File: config.mk
export PLATFORM = sky130hd
export DESIGN_NAME = adc_conv_sched_flat
export DESIGN_NICKNAME = d
export VERILOG_FILES = /design/src/rtl/adc_conv_sched_if.sv /design/src/rtl/adc_conv_sched.sv /design/src/flat_wrapper.sv
export SDC_FILE = /design/constraint.sdc
export NUM_CORES = 1
export LEC_CHECK = 0
export CAP_MARGIN = 20
export CORE_MARGIN = 8
export CORE_UTILIZATION = 45
export CTS_BUF_LIST = sky130_fd_sc_hd__clkbuf_4 sky130_fd_sc_hd__clkbuf_8 sky130_fd_sc_hd__clkbuf_16
export DETAILED_ROUTE_END_ITERATION = 8
export GPL_ROUTABILITY_DRIVEN = 0
export PLACE_DENSITY = 0.7
export RECOVER_POWER = 50
export SYNTH_ARGS = -nofsm -noshare
export SYNTH_HDL_FRONTEND = slang
export SYNTH_SLANG_ARGS = --single-unit
File: constraint.sdc
create_clock -name clk -period 4 [get_ports clk]
set_input_delay 1 -clock clk [delete_from_list [all_inputs] [get_ports clk]]
set_output_delay 1 -clock clk [all_outputs]
set_load 0.03 [all_outputs]
File: src/rtl/adc_conv_sched_if.sv
// Signal bundle between the ADC conversion scheduler, its requesters, the converter and result consumers.
// master = scheduler side, slave = environment side (PWM timer, converter, control loop).
`timescale 1ns/1ps
interface adc_conv_sched_if #(
   parameter int ADC_W = 12,
   parameter int N_CH  = 8
);
   localparam int CW = $clog2(N_CH);

   logic              en;
   logic              pwm_sync;
   logic [N_CH-1:0]   fast_mask;
   logic [N_CH-1:0]   slow_mask;
   logic              conv_wr;
   logic [CW-1:0]     conv_chnl;
   logic              conv_rdy;
   logic [ADC_W-1:0]  conv_data;
   logic              res_val;
   logic [CW-1:0]     res_chnl;
   logic [ADC_W-1:0]  res_data;
   logic              res_fast;
   logic              burst_done;
   logic              overrun;
   logic              timeout;

   modport master (
      input  en, pwm_sync, fast_mask, slow_mask, conv_rdy, conv_data,
      output conv_wr, conv_chnl, res_val, res_chnl, res_data, res_fast,
             burst_done, overrun, timeout
   );

   modport slave (
      output en, pwm_sync, fast_mask, slow_mask, conv_rdy, conv_data,
      input  conv_wr, conv_chnl, res_val, res_chnl, res_data, res_fast,
             burst_done, overrun, timeout
   );
endinterface

File: src/rtl/adc_conv_sched.sv
// Shares one serial ADC between a PWM-synchronous fast burst and a background slow round-robin.
// Latency: conv_wr 1 cycle after ISSUE; result 1 cycle after conv_rdy. No preemption; fast waits at most one conversion + 2 cycles.
`timescale 1ns/1ps
module adc_conv_sched #(
   parameter int ADC_W  = 12,
   parameter int N_CH   = 8,
   parameter int TO_CYC = 4096
) (
   input  logic               clk,
   input  logic               rstn,
   adc_conv_sched_if.master   bus
);
   localparam int CW = $clog2(N_CH);
   localparam int TW = $clog2(TO_CYC + 1);

   typedef enum logic [1:0] {IDLE, ISSUE, WAIT, DONE} state_t;

   state_t            state_q, state_d;
   logic [N_CH-1:0]   fast_pend_q, fast_pend_d;
   logic [CW-1:0]     slow_ptr_q, slow_ptr_d;
   logic [TW-1:0]     wait_cnt_q, wait_cnt_d;
   logic              conv_wr_q, conv_wr_d;
   logic [CW-1:0]     conv_chnl_q, conv_chnl_d;
   logic              is_fast_q, is_fast_d;
   logic              res_val_q, res_val_d;
   logic [CW-1:0]     res_chnl_q, res_chnl_d;
   logic [ADC_W-1:0]  res_data_q, res_data_d;
   logic              res_fast_q, res_fast_d;
   logic              burst_done_q, burst_done_d;
   logic              overrun_q, overrun_d;
   logic              timeout_q, timeout_d;

   logic [CW-1:0]     fast_sel;
   logic [CW-1:0]     slow_sel;
   logic [CW-1:0]     slow_idx;
   logic              slow_found;
   logic              fast_job;
   logic              job;
   logic [N_CH-1:0]   fast_clr;
   logic              rdy_clr;
   logic [N_CH-1:0]   pend_cleared;

   // Channel selection: lowest pending fast bit; first slow bit at/after slow_ptr with wrap.
   always_comb begin
      fast_sel   = '0;
      slow_sel   = '0;
      slow_idx   = '0;
      slow_found = 1'b0;
      for (int i = N_CH - 1; i >= 0; i--) begin
         if (fast_pend_q[i]) fast_sel = CW'(i);
      end
      for (int i = 0; i < N_CH; i++) begin
         slow_idx = CW'((int'(slow_ptr_q) + i) % N_CH);
         if (!slow_found && bus.slow_mask[slow_idx]) begin
            slow_sel   = slow_idx;
            slow_found = 1'b1;
         end
      end
   end

   assign fast_job = |fast_pend_q;
   assign job      = fast_job || (|bus.slow_mask);

   always_comb begin
      state_d      = state_q;
      slow_ptr_d   = slow_ptr_q;
      wait_cnt_d   = wait_cnt_q;
      conv_wr_d    = 1'b0;
      conv_chnl_d  = conv_chnl_q;
      is_fast_d    = is_fast_q;
      res_val_d    = 1'b0;
      res_chnl_d   = res_chnl_q;
      res_data_d   = res_data_q;
      res_fast_d   = res_fast_q;
      burst_done_d = 1'b0;
      overrun_d    = 1'b0;
      timeout_d    = 1'b0;
      fast_clr     = '0;
      rdy_clr      = 1'b0;

      case (state_q)
         IDLE: begin
            if (bus.en && job) state_d = ISSUE;
         end
         ISSUE: begin
            wait_cnt_d = '0;
            if (fast_job) begin
               conv_chnl_d = fast_sel;
               is_fast_d   = 1'b1;
               conv_wr_d   = 1'b1;
               state_d     = WAIT;
            end else if (slow_found) begin
               conv_chnl_d = slow_sel;
               is_fast_d   = 1'b0;
               conv_wr_d   = 1'b1;
               state_d     = WAIT;
            end else begin
               // slow_mask dropped to zero between DONE and ISSUE
               state_d = IDLE;
            end
         end
         WAIT: begin
            if (bus.conv_rdy) begin
               res_val_d  = 1'b1;
               res_chnl_d = conv_chnl_q;
               res_data_d = bus.conv_data;
               res_fast_d = is_fast_q;
               wait_cnt_d = '0;
               state_d    = DONE;
               if (is_fast_q) begin
                  fast_clr[conv_chnl_q] = 1'b1;
                  rdy_clr               = 1'b1;
               end else begin
                  slow_ptr_d = CW'((int'(conv_chnl_q) + 1) % N_CH);
               end
            end else if (wait_cnt_q == TW'(TO_CYC - 1)) begin
               // Give up on this channel; slow_ptr stays so the slow channel is retried
               timeout_d  = 1'b1;
               wait_cnt_d = '0;
               state_d    = IDLE;
               if (is_fast_q) fast_clr[conv_chnl_q] = 1'b1;
            end else begin
               wait_cnt_d = wait_cnt_q + TW'(1);
            end
         end
         DONE: begin
            state_d = (bus.en && job) ? ISSUE : IDLE;
         end
         default: state_d = IDLE;
      endcase

      // Completion clear lands before a coincident pwm_sync reload
      pend_cleared = fast_pend_q & ~fast_clr;
      burst_done_d = rdy_clr && fast_job && !(|pend_cleared);
      fast_pend_d  = pend_cleared;
      if (bus.pwm_sync && (|bus.fast_mask)) begin
         if (|pend_cleared) begin
            fast_pend_d = pend_cleared | bus.fast_mask;
            overrun_d   = 1'b1;
         end else begin
            fast_pend_d = bus.fast_mask;
         end
      end
   end

   always_ff @(posedge clk or negedge rstn) begin
      if (!rstn) begin
         state_q      <= IDLE;
         fast_pend_q  <= '0;
         slow_ptr_q   <= '0;
         wait_cnt_q   <= '0;
         conv_wr_q    <= 1'b0;
         conv_chnl_q  <= '0;
         is_fast_q    <= 1'b0;
         res_val_q    <= 1'b0;
         res_chnl_q   <= '0;
         res_data_q   <= '0;
         res_fast_q   <= 1'b0;
         burst_done_q <= 1'b0;
         overrun_q    <= 1'b0;
         timeout_q    <= 1'b0;
      end else begin
         state_q      <= state_d;
         fast_pend_q  <= fast_pend_d;
         slow_ptr_q   <= slow_ptr_d;
         wait_cnt_q   <= wait_cnt_d;
         conv_wr_q    <= conv_wr_d;
         conv_chnl_q  <= conv_chnl_d;
         is_fast_q    <= is_fast_d;
         res_val_q    <= res_val_d;
         res_chnl_q   <= res_chnl_d;
         res_data_q   <= res_data_d;
         res_fast_q   <= res_fast_d;
         burst_done_q <= burst_done_d;
         overrun_q    <= overrun_d;
         timeout_q    <= timeout_d;
      end
   end

   assign bus.conv_wr    = conv_wr_q;
   assign bus.conv_chnl  = conv_chnl_q;
   assign bus.res_val    = res_val_q;
   assign bus.res_chnl   = res_chnl_q;
   assign bus.res_data   = res_data_q;
   assign bus.res_fast   = res_fast_q;
   assign bus.burst_done = burst_done_q;
   assign bus.overrun    = overrun_q;
   assign bus.timeout    = timeout_q;
endmodule

File: src/flat_wrapper.sv
// flat-port wrapper written by rule: the top's interface ports become plain ports
module adc_conv_sched_flat 
#(
   parameter int ADC_W  = 12,
   parameter int N_CH   = 8,
   parameter int TO_CYC = 4096
)
  (clk, rstn, bus_en, bus_pwm_sync, bus_fast_mask, bus_slow_mask, bus_conv_rdy, bus_conv_data, bus_conv_wr, bus_conv_chnl, bus_res_val, bus_res_chnl, bus_res_data, bus_res_fast, bus_burst_done, bus_overrun, bus_timeout);
  adc_conv_sched_if #(.ADC_W(ADC_W), .N_CH(N_CH)) bus_i ();
  input  logic clk;
  input  logic rstn;
  input wire logic [$bits(bus_i.en)-1:0] bus_en;
  input wire logic [$bits(bus_i.pwm_sync)-1:0] bus_pwm_sync;
  input wire logic [$bits(bus_i.fast_mask)-1:0] bus_fast_mask;
  input wire logic [$bits(bus_i.slow_mask)-1:0] bus_slow_mask;
  input wire logic [$bits(bus_i.conv_rdy)-1:0] bus_conv_rdy;
  input wire logic [$bits(bus_i.conv_data)-1:0] bus_conv_data;
  output wire logic [$bits(bus_i.conv_wr)-1:0] bus_conv_wr;
  output wire logic [$bits(bus_i.conv_chnl)-1:0] bus_conv_chnl;
  output wire logic [$bits(bus_i.res_val)-1:0] bus_res_val;
  output wire logic [$bits(bus_i.res_chnl)-1:0] bus_res_chnl;
  output wire logic [$bits(bus_i.res_data)-1:0] bus_res_data;
  output wire logic [$bits(bus_i.res_fast)-1:0] bus_res_fast;
  output wire logic [$bits(bus_i.burst_done)-1:0] bus_burst_done;
  output wire logic [$bits(bus_i.overrun)-1:0] bus_overrun;
  output wire logic [$bits(bus_i.timeout)-1:0] bus_timeout;
  assign bus_i.en = bus_en;
  assign bus_i.pwm_sync = bus_pwm_sync;
  assign bus_i.fast_mask = bus_fast_mask;
  assign bus_i.slow_mask = bus_slow_mask;
  assign bus_i.conv_rdy = bus_conv_rdy;
  assign bus_i.conv_data = bus_conv_data;
  assign bus_conv_wr = bus_i.conv_wr;
  assign bus_conv_chnl = bus_i.conv_chnl;
  assign bus_res_val = bus_i.res_val;
  assign bus_res_chnl = bus_i.res_chnl;
  assign bus_res_data = bus_i.res_data;
  assign bus_res_fast = bus_i.res_fast;
  assign bus_burst_done = bus_i.burst_done;
  assign bus_overrun = bus_i.overrun;
  assign bus_timeout = bus_i.timeout;
  adc_conv_sched #(.ADC_W(ADC_W), .N_CH(N_CH), .TO_CYC(TO_CYC)) u_core (.clk(clk), .rstn(rstn), .bus(bus_i));
endmodule
# After elaboration in Yosys (flattened, before gate mapping)
# Index checks and enable logic that the tools add are counted.
dict set report totals {
  regBits 51
  out_inout_bits 24
  input_bits 33
  word_cells 150
}
dict set report classes {
  addsub 9
  muxes 75
  bitwise_logic 4
  magnitude_cmp 10
  reduce_logical 32
  n_eq_ne 6
}
# op count
set op_table {}
lappend op_table {{3-bit two-way mux} 18}
lappend op_table {{8-bit two-way mux} 6}
lappend op_table {{3-bit by 4-bit less-than comparator with 1-bit output (second input constant)} 9}
lappend op_table {{1-bit two-way mux} 33}
lappend op_table {{8-bit OR reduction} 4}
lappend op_table {{13-bit two-way mux} 2}
lappend op_table {{13-bit case mux with 2 select lines} 1}
lappend op_table {{1-bit binary-select mux with 3-bit select} 8}
lappend op_table {{13-bit by 1-bit adder with 13-bit output (second input constant)} 1}
lappend op_table {{13-bit by 12-bit == test with 1-bit output (second input constant)} 1}
lappend op_table {{3-bit adder (second input constant)} 4}
lappend op_table {{1-bit logical AND} 12}
lappend op_table {{2-bit two-way mux} 5}
lappend op_table {{8-bit bitwise AND} 1}
lappend op_table {{1-bit zero test} 8}
lappend op_table {{8-bit inverter} 1}
lappend op_table {{8-bit OR} 1}
lappend op_table {{2-bit case mux with 4 select lines} 1}
lappend op_table {{3-bit by 1-bit adder with 3-bit output (second input constant)} 2}
lappend op_table {{3-bit by 2-bit adder with 3-bit output (second input constant)} 2}
lappend op_table {{2-bit AND reduction} 3}
lappend op_table {{2-bit == test (second input constant)} 2}
lappend op_table {{2-bit nonzero test} 2}
lappend op_table {{1-bit demux with 3-bit select} 1}
lappend op_table {{other kinds (8)} 8}

# Depth between registers and ports, before layout
dict set report depth {
  word_depth 27
  depth_mapped 11
  mapped_depth_nobuf 9
}

# Worst setup path after synthesis
# Ideal clock, no wire load.
dict set report synth_path {
  path_kind {register -> register}
  start {reg u_core.slow_ptr_q[1]}
  end {reg u_core.state_q[1]}
  arrival_ns 3.008
  t_required_ns 3.875
  path_buffers 1
  synth_period_minus_slack_ns 3.133
  path_stages_with_launch 11
  setup_slack_ns 0.867
  setup_ns 0.125
  path_cell_list {dfrtp_1 > buf_1 > inv_1 > ha_1 > mux4_1 > mux2_2 > nor4b_2 > nand2_1 > o21ai_4 > a21oi_1 > mux2_4}
}
dict set report synth_between {
  elab_chain_len 27
  elab_cells_between_ends 48
  classes_between {7 x add/sub; 27 x mux; 14 x reduce/logical}
}
# item line
set synth_lines {}
lappend synth_lines {{start, declared} adc_conv_sched.sv:20} ;# logic [CW-1:0] slow_ptr_q, slow_ptr_d;
lappend synth_lines {{start signal, assigned} adc_conv_sched.sv:165} ;# slow_ptr_q <= slow_ptr_d;
lappend synth_lines {{branches (longest 23 deep; another with 3-bit by 1-bit adder with 3-bit output)} -}
lappend synth_lines {{1-bit two-way mux *} adc_conv_sched.sv:54} ;# if (!slow_found && bus.slow_mask[slow_idx]) begin
lappend synth_lines {{2-bit two-way mux *} adc_conv_sched.sv:92} ;# end else if (slow_found) begin
lappend synth_lines {{2-bit two-way mux *} adc_conv_sched.sv:87} ;# if (fast_job) begin
lappend synth_lines {{2-bit case mux with 4 select lines *} adc_conv_sched.sv:81} ;# case (state_q)
lappend synth_lines {{end signal, assigned} adc_conv_sched.sv:163} ;# state_q <= state_d;
lappend synth_lines {{end, declared} adc_conv_sched.sv:18} ;# state_t state_q, state_d;
# Mark *: on every way between the ends. The select of a mux whose other input is x is not followed.
# A chain may end at the register's enable or synchronous reset.

# Final worst setup path
dict set report layout_path {
  start {in bus_slow_mask[7]}
  end {reg u_core.conv_chnl_q[0], in the netlist u_core.bus.conv_chnl[0]}
}
dict set report layout_between {
  elab_chain_len 26
  elab_cells_between_ends 50
  classes_between {34 x mux; 16 x reduce/logical}
}
# item line
set layout_lines {}
lappend layout_lines {{start, declared} flat_wrapper.sv:15} ;# input wire logic [$bits(bus_i.slow_mask)-1:0] bus_slow_mask;
lappend layout_lines {{1-bit binary-select mux with 3-bit select} adc_conv_sched.sv:54}
lappend layout_lines {{1-bit two-way mux (not written as such)} adc_conv_sched.sv:54}
lappend layout_lines {{1-bit two-way mux} adc_conv_sched.sv:54}
lappend layout_lines {{1-bit zero test} adc_conv_sched.sv:54}
lappend layout_lines {{1-bit logical AND} adc_conv_sched.sv:54}
lappend layout_lines {{1-bit two-way mux} adc_conv_sched.sv:54}
lappend layout_lines {{1-bit zero test} adc_conv_sched.sv:54}
lappend layout_lines {{1-bit logical AND} adc_conv_sched.sv:54}
lappend layout_lines {{(+10 left out)} -}
lappend layout_lines {{1-bit zero test} adc_conv_sched.sv:54}
lappend layout_lines {{1-bit logical AND} adc_conv_sched.sv:54}
lappend layout_lines {{1-bit two-way mux} adc_conv_sched.sv:54}
lappend layout_lines {{1-bit zero test} adc_conv_sched.sv:54}
lappend layout_lines {{1-bit logical AND} adc_conv_sched.sv:54}
lappend layout_lines {{3-bit two-way mux or 1-bit two-way mux (tied branches)} adc_conv_sched.sv:54}
lappend layout_lines {{3-bit two-way mux or 2-bit nonzero test (tied branches)} -}
lappend layout_lines {{3-bit two-way mux or 2-bit AND reduction (tied branches)} -}
lappend layout_lines {{end signal, assigned} adc_conv_sched.sv:168} ;# conv_chnl_q <= conv_chnl_d;
lappend layout_lines {{end, declared} adc_conv_sched.sv:23} ;# logic [CW-1:0] conv_chnl_q, conv_chnl_d;
# Several ways; a longest one is shown, not always the timed one. The select of a mux whose other input is x is not followed.

==> flow_metrics.py <==
metrics = {
    "placement": {
        "hpwlAfterDp_um": 5840,
        "place.detailed.instances": 466,
        "post-place-ws_ns": 0.420,
        "port_buffers": 56,
    },
    "job": {
        "timing.max_cap.violations": 0,
    },
    "cells_and_area": {
        "final_cell_count_no_fill": 474,
        "insertedDiodeCount": 0,
        "drive_above_1_share_pct": 12.5,
        "layout_commonest_cell": "sky130_fd_sc_hd__clkdlybuf4s50_1",
        "area_growth_pct": 23.0,
        "commonest_cells_after_routing_fill_and_taps_aside": "54 x sky130_fd_sc_hd__clkdlybuf4s50_1, 51 x sky130_fd_sc_hd__dfrtp_1, 34 x sky130_fd_sc_hd__nand2_1",
        "layout.filler_cells": 630,
        "design.final.nets": 416,
    },
    "outcome": {
        "run_status": "finished, final reports clean",
    },
    "timing": {
        "maxClockFrequency_mhz": 303,
        "fin_tns_setup_ns": 0,
        "final_min_period_over_clock_period_pct": 82.5,
        "setup_violations": 0,
        "worst_hold_slack_ns": 0.493,
        "finalWorstSetupSlack_ns": 0.699,
        "timing.slew.headroom_pct": 2.12,
        "grt_setup_unrepaired": "false",
        "report.final.slew_viol_count": 0,
        "clock_skew_ns": 0.0121,
        "tightestPinTransition_ns": 1.47,
        "fin_crit_ns": 3.30,
        "final_hold_viol_count": 0,
    },
    "worst_hold_path": {
        "min_delay_worst_type": "register to register",
    },
    "cts": {
        "tritoncts_num_sinks": 51,
        "ctsRootBufferMaster": "sky130_fd_sc_hd__clkbuf_8",
        "cts_inserted_buffers": 5,
        "htreeDepth": 2,
        "cts.repair_timing.setup_buffer_count": 0,
        "cts_resized": 0,
        "hold_bufs_inserted_after_cts": 0,
        "worst_skew_pair.late_latency_ns": 0.31,
        "tritoncts": "yes",
        "clkSlewWorstSetupHoldPaths_ns": 0.10,
        "max-clock-path-buffers": 2,
    },
    "synthesis": {
        "synth_enable_flop_cells": 0,
        "synth_seq_area_share_pct": 39.6,
        "yosysUniqueCellTypes": 62,
        "synth.net_count": 360,
        "synth-seq-cells": 51,
        "post_synth_inst_count": 318,
        "syn-cell-area_mm2": 0.00322,
        "synth-async-reset-ratio_pct": 100,
        "yosys_most_used_dff": "sky130_fd_sc_hd__dfrtp_1",
        "ys.warnings.count": 0,
        "syn-mean-instance-area_um2": 10.1,
    },
    "power_and_ir_drop": {
        "power_w": 0.00259,
        "sequentialPowerShare_pct": 28.3,
        "switching_share_pct": 44.6,
        "switchingPower_w": 0.00115,
        "clock_power_share_pct": 11.6,
        "ir_drop_mv": 0.432,
        "power_density_mw_per_mm2": 653,
        "combinational_fraction_of_design_power_pct": 60.0,
        "power.leakage_nw": 1.59,
        "intPower_w": 0.00144,
    },
    "global_route": {
        "grt_antenna_before_repair": 0,
        "grt_overflow_total": 0,
        "via_count_of_the_first_global_routing_pass": 2630,
        "track_usage_pct": 15.2,
        "wire_length_of_the_first_global_routing_pass_um": 12700,
        "largest_net_degree_at_the_start_of_global_routing": 29,
    },
    "floorplanning": {
        "die_y_um": 101,
        "placement_rows": 31,
        "fp.dieW_um": 101,
        "floorplan.initialDensity_pct": 45.4,
        "die-area_mm2": 0.0101,
        "design.portCount": 57,
        "coreArea_mm2": 0.00710,
    },
    "routing": {
        "detail_route.drc_violations": 0,
        "firstDrtPassIters": 4,
        "totalWireLength_um": 7620,
        "post_detailed_route_wirelength_per_cell_um": 16.1,
        "first_iter_violations": 85,
        "avgViaCountPerCell": 5.64,
        "routed-via-count": 2671,
        "ant_nets": 0,
    },
    "worst_setup_path": {
        "start_kind": "primary input",
        "criticalPathCategory": "primary input to register",
        "critical_path_required_ns": 4.18,
        "cp_max_fo": 5,
        "endpoint_kind": "register",
        "worst_ep_arrival_time_ns": 3.48,
    },
}
-- worst paths after layout --
kind,start,end,slack [ns],depth (start not counted)
max in group asynchronous,rstn,u_core.slow_ptr_q[1],1.12,2
hold / removal,u_core.wait_cnt_q[12],u_core.bus.timeout,0.49,1
setup reg to reg,u_core.slow_ptr_q[0],u_core.bus.conv_chnl[0],0.76,9
setup / recovery,bus_slow_mask[7],u_core.bus.conv_chnl[0],0.70,8
hold reg to reg,u_core.wait_cnt_q[12],u_core.bus.timeout,0.49,1
min in group asynchronous,rstn,u_core.state_q[0],1.03,1
-- through the flow --
step	util [%]	area (um2)
floorplan	-	3220
finish	55.9	3970
global route	55.9	3970
detailed placement	54.7	3880
CTS	55.9	3970
global placement	54.7	3880
-- state kept, by name (all words and copies together) (netlist names) --
register / flops
u_core.bus.burst_done: 1
u_core.bus.conv_chnl: 3
u_core.bus.conv_wr: 1
u_core.bus.overrun: 1
u_core.bus.res_chnl: 3
u_core.bus.res_data: 12
u_core.bus.res_fast: 1
u_core.bus.res_val: 1
u_core.bus.timeout: 1
u_core.fast_pend_q: 8
u_core.is_fast_q: 1
u_core.slow_ptr_q: 3
u_core.state_q: 2
u_core.wait_cnt_q: 13
-- cells in the mapped netlist (5+ instances only) --
| cell | instances | area, um2 |
|---|---|---|
| sky130_fd_sc_hd__xor2_1 | 6 | 52.6 |
| sky130_fd_sc_hd__mux4_1 | 6 | 158 |
| sky130_fd_sc_hd__nor3_1 | 7 | 35.0 |
| sky130_fd_sc_hd__o21ai_0 | 17 | 85.1 |
| sky130_fd_sc_hd__a31oi_1 | 5 | 31.3 |
| sky130_fd_sc_hd__inv_1 | 12 | 45.0 |
| sky130_fd_sc_hd__nand2_1 | 34 | 128 |
| sky130_fd_sc_hd__dfrtp_1 | 51 | 1280 |
| sky130_fd_sc_hd__a21oi_1 | 10 | 50.1 |
| sky130_fd_sc_hd__nand3_1 | 8 | 40.0 |
| sky130_fd_sc_hd__mux2i_1 | 8 | 80.1 |
| sky130_fd_sc_hd__nand2b_1 | 6 | 37.5 |
| sky130_fd_sc_hd__mux2_2 | 22 | 248 |
| sky130_fd_sc_hd__ha_1 | 9 | 113 |
| sky130_fd_sc_hd__nor2_1 | 27 | 101 |
-- per-layer routing --
| layer | track usage, % | up-vias | routed length, um |
|---|---|---|---|
| li1 | - | 1303 | - |
| met1 | 19.3 | 1300 | 3380 |
| met2 | 25.6 | 58 | 3790 |
| met3 | 3.73 | 10 | 378 |
| met4 | 3.14 | 0 | 64 |
| met5 | 0 | - | 0 |
-- power by group through the flow --
stage | clock network [W] | logic (W) | registers, W
global route | 0.000335 | 0.00168 | 0.000753
global placement | 0 | 0.00153 | 0.000740
CTS | 0.000312 | 0.00155 | 0.000735
detailed placement | 0 | 0.00155 | 0.000745
finish | 0.000302 | 0.00156 | 0.000734
floorplan | 0 | 0.000982 | 0.000873
-- cell type report --
cell class                      count  area, um2  area share [%]
Timing Repair Buffer               60        581            14.6
Clock buffer                        5       68.8            1.74
Sequential cell                    51       1280            32.2
Tap cell                           99        124            3.12
Multi-Input combinational cell    243       1850            46.5
Clock inverter                      3       22.5           0.568
Inverter                           13       48.8            1.23
-- critical path: stages --
cell,delay (ns)
sky130_fd_sc_hd__clkdlybuf4s50_1,0.45
sky130_fd_sc_hd__mux4_1,0.63
sky130_fd_sc_hd__mux2_2,0.32
sky130_fd_sc_hd__or2_2,0.31
sky130_fd_sc_hd__nand3_1,0.10
sky130_fd_sc_hd__o31ai_1,0.07
sky130_fd_sc_hd__a2111oi_1,0.46
sky130_fd_sc_hd__o41ai_1,0.13
-- cells by family after synthesis --
group / Yosys count / share of synthesized area, %
DFF: 51 / 39.6
xor gates and xnor gates: 10 / 2.72
adders and majority gates: 9 / 3.49
and+or+nand+nor: 109 / 16.6
muxes: 40 / 17.3
buffers and inverters: 24 / 3.18
AOI/OAI and AO/OA: 75 / 17.1
No activity file was read; power rests on OpenSTA's default activity.
